[src/rtl/exit_gate_controller.sv]
// rtl/exit_gate_controller.sv - exit gate sequencer: validate exit, open gate, pulse capacity_inc
// Optional gate-open timeout enabled by defining EXIT_TIMEOUT_EN.
module exit_gate_controller #(
  parameter logic [7:0] CAPACITY    = 8'd200,
  parameter int         OPEN_CYCLES = 16,
  parameter int         TMR_W       = 8
) (
  input  logic       clk_i,
  input  logic       rst_ni,
  input  logic       exit_i,
  input  logic [7:0] parking_capacity_i,
  input  logic       sensor_clear_i,
  output logic       gate_open_o,
  output logic       capacity_inc_o,
  output logic       exit_reject_o,
  output logic       timeout_o,
  output logic       busy_o
);

  typedef enum logic [1:0] {
    S_IDLE = 2'd0,
    S_OPEN = 2'd1,
    S_DONE = 2'd2,
    S_HOLD = 2'd3
  } state_e;

  state_e state_q, state_d;

  logic gate_open_q,    gate_open_d;
  logic capacity_inc_q, capacity_inc_d;
  logic exit_reject_q,  exit_reject_d;
  logic busy_q,         busy_d;
  logic timeout_d;
  logic lot_empty;
  logic expired;

  // A counter reading above CAPACITY is a fault and is treated as an empty lot.
  assign lot_empty = (parking_capacity_i >= CAPACITY);

`ifdef EXIT_TIMEOUT_EN
  logic [TMR_W-1:0] timer_q, timer_d;
  logic             timeout_q;

  // Timer is held at zero outside OPEN and saturates instead of wrapping.
  always_comb begin
    timer_d = timer_q;
    if (state_q != S_OPEN) begin
      timer_d = '0;
    end else if (timer_q != {TMR_W{1'b1}}) begin
      timer_d = timer_q + TMR_W'(1);
    end
  end

  assign expired = (timer_q == TMR_W'(OPEN_CYCLES - 1));

  always_ff @(posedge clk_i or negedge rst_ni) begin
    if (!rst_ni) begin
      timer_q   <= '0;
      timeout_q <= 1'b0;
    end else begin
      timer_q   <= timer_d;
      timeout_q <= timeout_d;
    end
  end

  assign timeout_o = timeout_q;
`else
  assign expired   = 1'b0;
  assign timeout_o = 1'b0;
`endif

  always_ff @(posedge clk_i or negedge rst_ni) begin
    if (!rst_ni) begin
      state_q        <= S_IDLE;
      gate_open_q    <= 1'b0;
      capacity_inc_q <= 1'b0;
      exit_reject_q  <= 1'b0;
      busy_q         <= 1'b0;
    end else begin
      state_q        <= state_d;
      gate_open_q    <= gate_open_d;
      capacity_inc_q <= capacity_inc_d;
      exit_reject_q  <= exit_reject_d;
      busy_q         <= busy_d;
    end
  end

  always_comb begin
    state_d = state_q;
    case (state_q)
      S_IDLE: begin
        if (exit_i) begin
          state_d = lot_empty ? S_HOLD : S_OPEN;
        end
      end
      S_OPEN: begin
        // sensor_clear takes priority over a simultaneous expiry
        if (sensor_clear_i) begin
          state_d = S_DONE;
        end else if (expired) begin
          state_d = S_HOLD;
        end
      end
      S_DONE: state_d = S_HOLD;
      S_HOLD: begin
        if (!exit_i) begin
          state_d = S_IDLE;
        end
      end
      default: state_d = S_IDLE;
    endcase
  end

  // Outputs are registered from the upcoming state so they align with it.
  always_comb begin
    gate_open_d    = (state_d == S_OPEN);
    capacity_inc_d = (state_d == S_DONE);
    exit_reject_d  = (state_q == S_IDLE) && exit_i && lot_empty;
    timeout_d      = (state_q == S_OPEN) && !sensor_clear_i && expired;
    busy_d         = (state_d != S_IDLE);
  end

  assign gate_open_o    = gate_open_q;
  assign capacity_inc_o = capacity_inc_q;
  assign exit_reject_o  = exit_reject_q;
  assign busy_o         = busy_q;

endmodule

[config.mk]
export PLATFORM = sky130hd
export DESIGN_NAME = exit_gate_controller
export DESIGN_NICKNAME = d
export VERILOG_FILES = /design/src/rtl/exit_gate_controller.sv
export SDC_FILE = /design/constraint.sdc
export NUM_CORES = 1
export LEC_CHECK = 0
export BUFFER_PORTS_ARGS = -buffer_cell sky130_fd_sc_hd__buf_2
export CORE_AREA = 2 2 39 41
export DETAILED_ROUTE_END_ITERATION = 7
export DIE_AREA = 0 0 41 43
export GPL_TIMING_DRIVEN = 0
export PLACE_DENSITY = 0.48
export SLEW_MARGIN = 10
export SYNTH_ARGS = -nofsm -noshare
export SYNTH_HDL_FRONTEND = slang
export SYNTH_SLANG_ARGS = --single-unit
[constraint.sdc]
create_clock -name clk_i -period 1.3 [get_ports clk_i]
set_input_delay 0.065 -clock clk_i [delete_from_list [all_inputs] [get_ports clk_i]]
set_output_delay 0.065 -clock clk_i [all_outputs]
set_load 0.05 [all_outputs]
Word level (Yosys, flattened, before mapping)
Index checks and enable logic that the tools add are counted.
Operators by class
  multiplexer cells: 5
  eq/ne operators: 5
  reductions and logical operators: 4
  $lt $le $gt $ge: 1
Operators by type and width (number)
  $ge 8x8->1 const B: 1
  $mux 2: 4
  $pmux 2 s4: 1
  $eq 2x2->1 const B: 3
  $eq 2x1->1 const B: 2
  $logic_and 1x1->1: 2
  $logic_not 2->1: 1
  $reduce_bool 2->1: 1
Storage, ports and cells
  register bits: 6
  bits of input ports: 12

Logic depth before layout (Yosys ltp)
Gate-level depths: netlist (run 1).
  word-level depth: 5
  depth in mapped cells: 3

Worst setup path before layout (run 1)
No wires, ideal clock.
  path kind: register to register
  from: register state_q[1]
  to: register gate_open_q (netlist: gate_open_o)
  buffers on the path: 0
  data required time: 1.174 ns
  arrival: 0.931 ns
  slack: 0.242 ns
  stages on the path, launching flop included: 4
  clock period less this slack: 1.058 ns
  cell sequence: dfrtp_1 and4bb_1 o311ai_2 nor3b_1
Between the ends
  longest elaborated chain between the ends: 3
Ends and longest elaborated chain
  from (decl): line 27  | state_e state_q, state_d;
  from (signal assigned): line 80  | state_q <= state_d;
  $eq 2x2->1, or another cell as far along: line 90  | case (state_q)
  $pmux 2 s4 *: line 90
  $eq 2x1->1 *: line 116  | gate_open_d = (state_d == S_OPEN);
  via gate_open_d: line 29  | logic gate_open_q, gate_open_d;
  to (signal assigned): line 81  | gate_open_q <= gate_open_d;
  to (decl): line 29
The timed path passes the listed nets; every way through them passes the cells marked *.

Final worst setup path (run 1)
Same ends and word-level chain as after synthesis.

==> results of run 1 <==
[worst max-delay path, cell delays in order (launching register included)]
cell and delay (ns):
dfrtp_1 0.44, and4bb_1 0.30, o311ai_2 0.13, nor3b_1 0.17
[cells in the final DEF (no fill, tap or decap), drive strengths merged]
cell type / synthesis / routed
nand2: 1 / 1
dlygate4sd3: 0 / 1
o211ai: 1 / 1
inv: 2 / 2
buf: 1 / 13
dfrtp: 6 / 6
conb: 1 / 1
o311ai: 1 / 1
xnor2: 1 / 1
nor3b: 1 / 1
o21ai: 3 / 3
clkbuf: 0 / 3
and4bb: 1 / 1
nand2b: 1 / 1
nor2: 1 / 1
[cell families after synthesis]
kind of cell | count (synthesis) | synth area share
flip-flops | 6 | 0.600
AO/OA/AOI/OAI | 5 | 0.155
AND/OR/NAND/NOR | 5 | 0.135
buffers and inverters | 3 | 0.0600
XOR/XNOR | 1 | 0.0350
other | 1 | 0.0150
[final timing paths]
| kind | start | to | slack [ns] | cells past startpoint |
|---|---|---|---|---|
| max | state_q[1] | gate_open_o | 0.14 | 3 |
| min | exit_i | busy_o | 0.06 | 2 |
| max reg2reg | state_q[1] | gate_open_o | 0.14 | 3 |
| min reg2reg | state_q[1] | capacity_inc_o | 0.57 | 1 |
| max in group asynchronous | rst_ni | state_q[0] | 0.98 | 2 |
| min in group asynchronous | rst_ni | exit_reject_o | 0.18 | 2 |
[power breakdown]
group / switching, mW / total [mW] / internal (mW)
Clock: 0.0652 / 0.169 / 0.104
Sequential: 0.0581 / 0.315 / 0.257
Combinational: 0.213 / 0.316 / 0.103
[what timing repair did]
| item | CTS | global route |
|---|---|---|
| hold endpoints to repair | 6 | 0 |
| gates resized for setup | 0 | 0 |
| hold buffers | 1 | 0 |
[state kept, by name, indices dropped and copies added (netlist names)]
name / cells
state_q: 2
busy_o: 1
capacity_inc_o: 1
exit_reject_o: 1
gate_open_o: 1
[final cells by class]
| cell class | instances | area share |
|---|---|---|
| Buffer | 1 | 0.0207 |
| Sequential cell | 6 | 0.414 |
| Inverter | 2 | 0.0207 |
| Clock buffer | 3 | 0.0621 |
| Multi-Input combinational cell | 12 | 0.234 |
| Timing Repair Buffer | 13 | 0.193 |
| Tap cell | 16 | 0.0552 |
[synthesized netlist by cell type]
library cell | number | area [um^2]
dfrtp_1 | 6 | 150
nand2b_1 | 1 | 6.26
o21ai_0 | 3 | 15.0
xnor2_1 | 1 | 8.76
o311ai_2 | 1 | 16.3
nor3b_1 | 1 | 7.51
inv_1 | 2 | 7.51
nor2_1 | 1 | 3.75
o211ai_1 | 1 | 7.51
nand2_1 | 1 | 3.75
buf_4 | 1 | 7.51
conb_1 | 1 | 3.75
and4bb_1 | 1 | 12.5
[per-layer routing]
metal / vias up / global-route usage / wire (um)
met5: - / 0 / 0
met4: 0 / 0.0800 / 0
li1: 101 / - / -
met3: 0 / 0.0157 / 64
met1: 93 / 0.0935 / 214
met2: 13 / 0.0906 / 208
[through the flow]
| step | area [um^2] | util | setup slack (ns) |
|---|---|---|---|
| floorplan | 250 | - | 0.242 |
| global placement | 330 | 0.239 | 0.143 |
| detailed placement | 330 | 0.239 | 0.148 |
| CTS | 363 | 0.262 | 0.125 |
| global route | 363 | 0.262 | 0.0351 |
| finish | 363 | 0.262 | 0.135 |
==> qor.yml, run 1 <==
status: "completed"
clock_latency_ns: 0.24
finalSetupTns_ns: 0
ys_seq_area_frac: 0.600
io_pins: 17
holdCritPathClass: "input port to flip-flop"
final_antenna_net_count: 0
port_buffers: 12
max_freq_mhz: 859
die_y_um: 43
grt_overflow: 0
peakVddDrop_v: 0.000418
final_nets: 51
worstSetupEndpointType: "flip-flop"
grt_pass1_wl_um: 834
ys_seq_elements: 6
hold_viol: 0
cts_sinks: 6
cts_tree: "yes"
antennaDiodeCount: 0
power_density_mw_per_mm2: 2200
cts_htree_levels: 1
rows: 14
die-width_um: 41
grt_pass1_vias: 216
cp_max_fo: 7
hpwl_um: 388
cap_violations: 0
hold_slack_ns: 0.0614
syn_area_um2: 250
finClkSkew_ns: 0.00122
grt_max_degree: 8
required_ns: 1.42
drtIter0Drc: 2
vias: 207
synth_cells: 21
antenna_found_initial: 0
cts_setup_buffers: 0
syn_area_per_cell_um2: 11.9
drc: 0
power.total_uw: 800
final_max_slew_viol_count: 0
ys_warn_count: 0
multiInputGateArea_um2: 85.1
core_area_mm2: 0.00138
numCtsBuffers: 3
area_delta_synth_final_pct: 45.0
routed_wl_um: 487
setup_viol: 0
drive_gt1_frac: 0.459
dieArea_mm2: 0.00176
gp_congestion: 0.699
clk_path_buf_depth: 2
wire_per_inst_um: 9.19
start_util: 0.181
worstPathArrival_ns: 1.28
fin_crit_ns: 1.16
syn-num-nets: 33
dp.cells: 49
vias_per_cell: 3.91
synth_cell_type_count: 13
critPathKind: "flip-flop to flip-flop"
grt.total_usage: 0.0734
cts_root_buffer: "clkbuf_4"
n_fill_cell: 154
fin_cells: 53
seq_area_um2: 150
clkTransAtPathRegs_ns: 0.05
fin_crit_sh: 0.896
leakagePower_nw: 0.189
drtPass1Iterations: 2
rsz0062_at_grt: "no"
start_kind: "flip-flop"
No activity file was read; power rests on OpenSTA's default activity.
==> run 2: changes to the inputs <==
--- a/config.mk
+++ b/config.mk
@@ -10,7 +10,7 @@
 export DETAILED_ROUTE_END_ITERATION = 7
 export DIE_AREA = 0 0 41 43
 export GPL_TIMING_DRIVEN = 0
-export PLACE_DENSITY = 0.48
+export PLACE_DENSITY = 0.49
 export SLEW_MARGIN = 10
 export SYNTH_ARGS = -nofsm -noshare
 export SYNTH_HDL_FRONTEND = slang
==> constraint.sdc (replaced) <==
create_clock -name clk_i -period 0.96 [get_ports clk_i]
set_input_delay 0.048 -clock clk_i [delete_from_list [all_inputs] [get_ports clk_i]]
set_output_delay 0.048 -clock clk_i [all_outputs]
set_load 0.05 [all_outputs]
==> run 2 against run 1 <==
The run now ends with negative setup slack left. First-iteration DRC count decreased by 100%. Via count increased by 5.8%. Setup slack got worse by 0.26 ns. Final area increased by 7.2%. Non-clock buffer count increased by 2. Global-route usage increased by 0.33 points. Maximum frequency increased by 7.0%. Clock power increased by 33%. Critical path depth unchanged. Power increased by 46%. Cell count increased by 3.8%. Flip-flop and latch count unchanged. Largest cell class unchanged. Largest power group unchanged.
==> qor.yml, run 2 (synthesis results as in run 1) <==
status: "finished, violations left"  # was completed
violations: "negative setup slack"
cts_tree: "yes"  # unchanged
die-width_um: 41  # unchanged
critPathMaxStageDelay_ns: 0.40  # was 0.44 ns
vias_per_cell: 3.98  # was 3.91
peakVddDrop_v: 0.000732  # was 0.000418 V
regMostFlops: "state_q"  # unchanged
power_density_mw_per_mm2: 3010  # was 2200 mW/mm^2
grt_pass1_wl_um: 903  # was 834 um
drtPass1Iterations: 1  # was 2
io_pins: 17  # unchanged
grt.total_usage: 0.0767  # was 0.0734
setup_viol: 2  # was 0
use_met2: 0.113  # was 0.0906
r2r_start: "state_q[1]"  # unchanged
met1_usage: 0.0915  # was 0.0935
fin_crit_sh: 1.13  # was 0.896
drtIter0Drc: 0  # was 2
worstPathArrival_ns: 1.21  # was 1.28 ns
clkTransAtPathRegs_ns: 0.04  # was 0.05 ns
hpwl_um: 392  # was 388 um
critPathBufInv: 0  # unchanged
hold_viol: 0  # unchanged
p_sw_frac: 0.411  # was 0.420
final_nets: 53  # was 51
antenna_found_initial: 0  # unchanged
finClkSkew_ns: 0.000836  # was 0.00122 ns
layout_common_cells: "buf_2, dfrtp_1, buf_4, clkbuf_4"  # was buf_2, dfrtp_1, o21ai_0, clkbuf_4, inv_1
cts_sinks: 6  # unchanged
max_freq_mhz: 919  # was 859 MHz
setup_slack_ns: -0.128  # was 0.135 ns
internal_power_uw: 690  # was 464 uW
r2r_setup_slack_ns: -0.13  # was 0.14 ns
vias: 219  # was 207
worstHoldPathCells: 2  # unchanged
pwr-share-clk: 0.192  # was 0.212
crit_family: "simple AND/OR/NAND/NOR gates"  # unchanged
seq_power_share: 0.332  # was 0.393
rows: 14  # unchanged
area_delta_synth_final_pct: 55.5  # was 45.0%
drc: 0  # unchanged
rsz0062_at_grt: "yes"  # was no
dp_slack_ns: -0.157  # was 0.148 ns
cts_htree_levels: 1  # unchanged
port_buffers: 12  # unchanged
use_met3: 0.0157  # unchanged
cap_violations: 0  # unchanged
fin_crit_ns: 1.09  # was 1.16 ns
pwr-share-comb: 0.476  # was 0.395
worstHoldEndpoint: "busy_o"  # unchanged
r2r_cells: 3  # unchanged
die_y_um: 43  # unchanged
routed_wl_um: 529  # was 487 um
gp_congestion: 0.760  # was 0.699
reg2reg_to: "gate_open_o"  # unchanged
numCtsBuffers: 3  # unchanged
grt_busiest_layer: "met2"  # was met1
grt_overflow: 0  # unchanged
final_antenna_net_count: 0  # unchanged
antennaDiodeCount: 0  # unchanged
hold_slack_ns: 0.0513  # was 0.0614 ns
core_area_mm2: 0.00138  # unchanged
worstSetupEndpointType: "flip-flop"  # unchanged
holdCritPathClass: "input port to flip-flop"  # unchanged
crit_chain: "and4bb_2, o311ai_4, nor3b_1"  # was and4bb_1, o311ai_2, nor3b_1
start_util: 0.181  # unchanged
dieArea_mm2: 0.00176  # unchanged
wire_per_inst_um: 9.62  # was 9.19 um
clock_latency_ns: 0.24  # about the same
clk_path_buf_depth: 2  # unchanged
grt_pass1_vias: 222  # was 216
crit_path_start: "state_q[1]"  # unchanged
grt_max_degree: 7  # was 8
required_ns: 1.08  # was 1.42 ns
p_switching_uw: 482  # was 336 uW
cts_root_buffer: "clkbuf_4"  # unchanged
hold_start: "exit_i"  # unchanged
final_common_cell: "buf_2"  # unchanged
cp_max_fo: 3  # was 7
largest_reg_flops: 2  # unchanged
critPathKind: "flip-flop to flip-flop"  # unchanged
n_fill_cell: 147  # was 154
start_kind: "flip-flop"  # unchanged
drive_gt1_frac: 0.538  # was 0.459
critPathSlowestCell: "dfrtp_2"  # was dfrtp_1
final_max_slew_viol_count: 0  # unchanged
leakagePower_nw: 0.195  # was 0.189 nW
==> run 2: layout make-up <==
type	instances	area (um^2)	share of cell area
multi-input combinational	12	95.1	0.244
inverter	2	7.51	0.0193
timing repair buffer	15	85.1	0.219
sequential	6	151	0.389
buffer	1	7.51	0.0193
tap	16	20.0	0.0514
clock buffer	3	22.5	0.0579
==> run 2: layer usage <==
| metal | up-vias | wire [um] |
|---|---|---|
| met5 | - | 0 |
| li1 | 106 | - |
| met1 | 100 | 205 |
| met2 | 13 | 252 |
| met4 | 0 | 0 |
| met3 | 0 | 70 |
==> run 2: worst max-delay path by stage <==
| stage | cells after the start | to | slack [ns] |
|---|---|---|---|
| after floorplan | 3 | gate_open_o | -0.1 |
| after global placement | 3 | gate_open_o | -0.18 |
| after detailed placement | 3 | gate_open_o | -0.16 |
| after CTS | 3 | gate_open_o | -0.11 |
| after global routing | 3 | gate_open_o | -0.16 |
| final | 3 | gate_open_o | -0.13 |
==> run 2: what timing repair did <==
item                                    in CTS  in global routing
resized for setup                            3                  2
hold endpoints to repair                     6                  0
hold buffers                                 1                  0
buffers inserted                             2                  0
pin swaps                                    0                  1
endpoints found under the setup margin       3                  4
==> run 2: worst register-to-register path, cell delays in order (launching register included) <==
cell	delay [ns]
dfrtp_2	0.40
and4bb_2	0.32
o311ai_4	0.10
nor3b_1	0.15
==> run 2: power by group through the flow <==
stage | logic, mW | registers, mW | clock network (mW)
3_3_place_gp | 0.424 | 0.427 | 0
6_report | 0.558 | 0.389 | 0.225
4_1_cts | 0.552 | 0.389 | 0.234
2_1_floorplan | 0.152 | 0.594 | 0
3_5_place_dp | 0.432 | 0.423 | 0
5_1_grt | 0.604 | 0.393 | 0.245
==> run 2: stage by stage <==
stage / area [um^2] / util / total power, mW / std cells / TNS [ns]
6_report: 389 / 0.281 / 1.17 / 55 / -0.183
5_1_grt: 389 / 0.281 / 1.24 / 55 / -0.319
4_1_cts: 389 / 0.281 / 1.17 / 55 / -0.135
3_5_place_dp: 330 / 0.239 / 0.855 / 49 / -0.224
3_3_place_gp: 330 / 0.239 / 0.851 / 49 / -0.288
2_1_floorplan: 250 / - / 0.746 / 21 / -0.0978
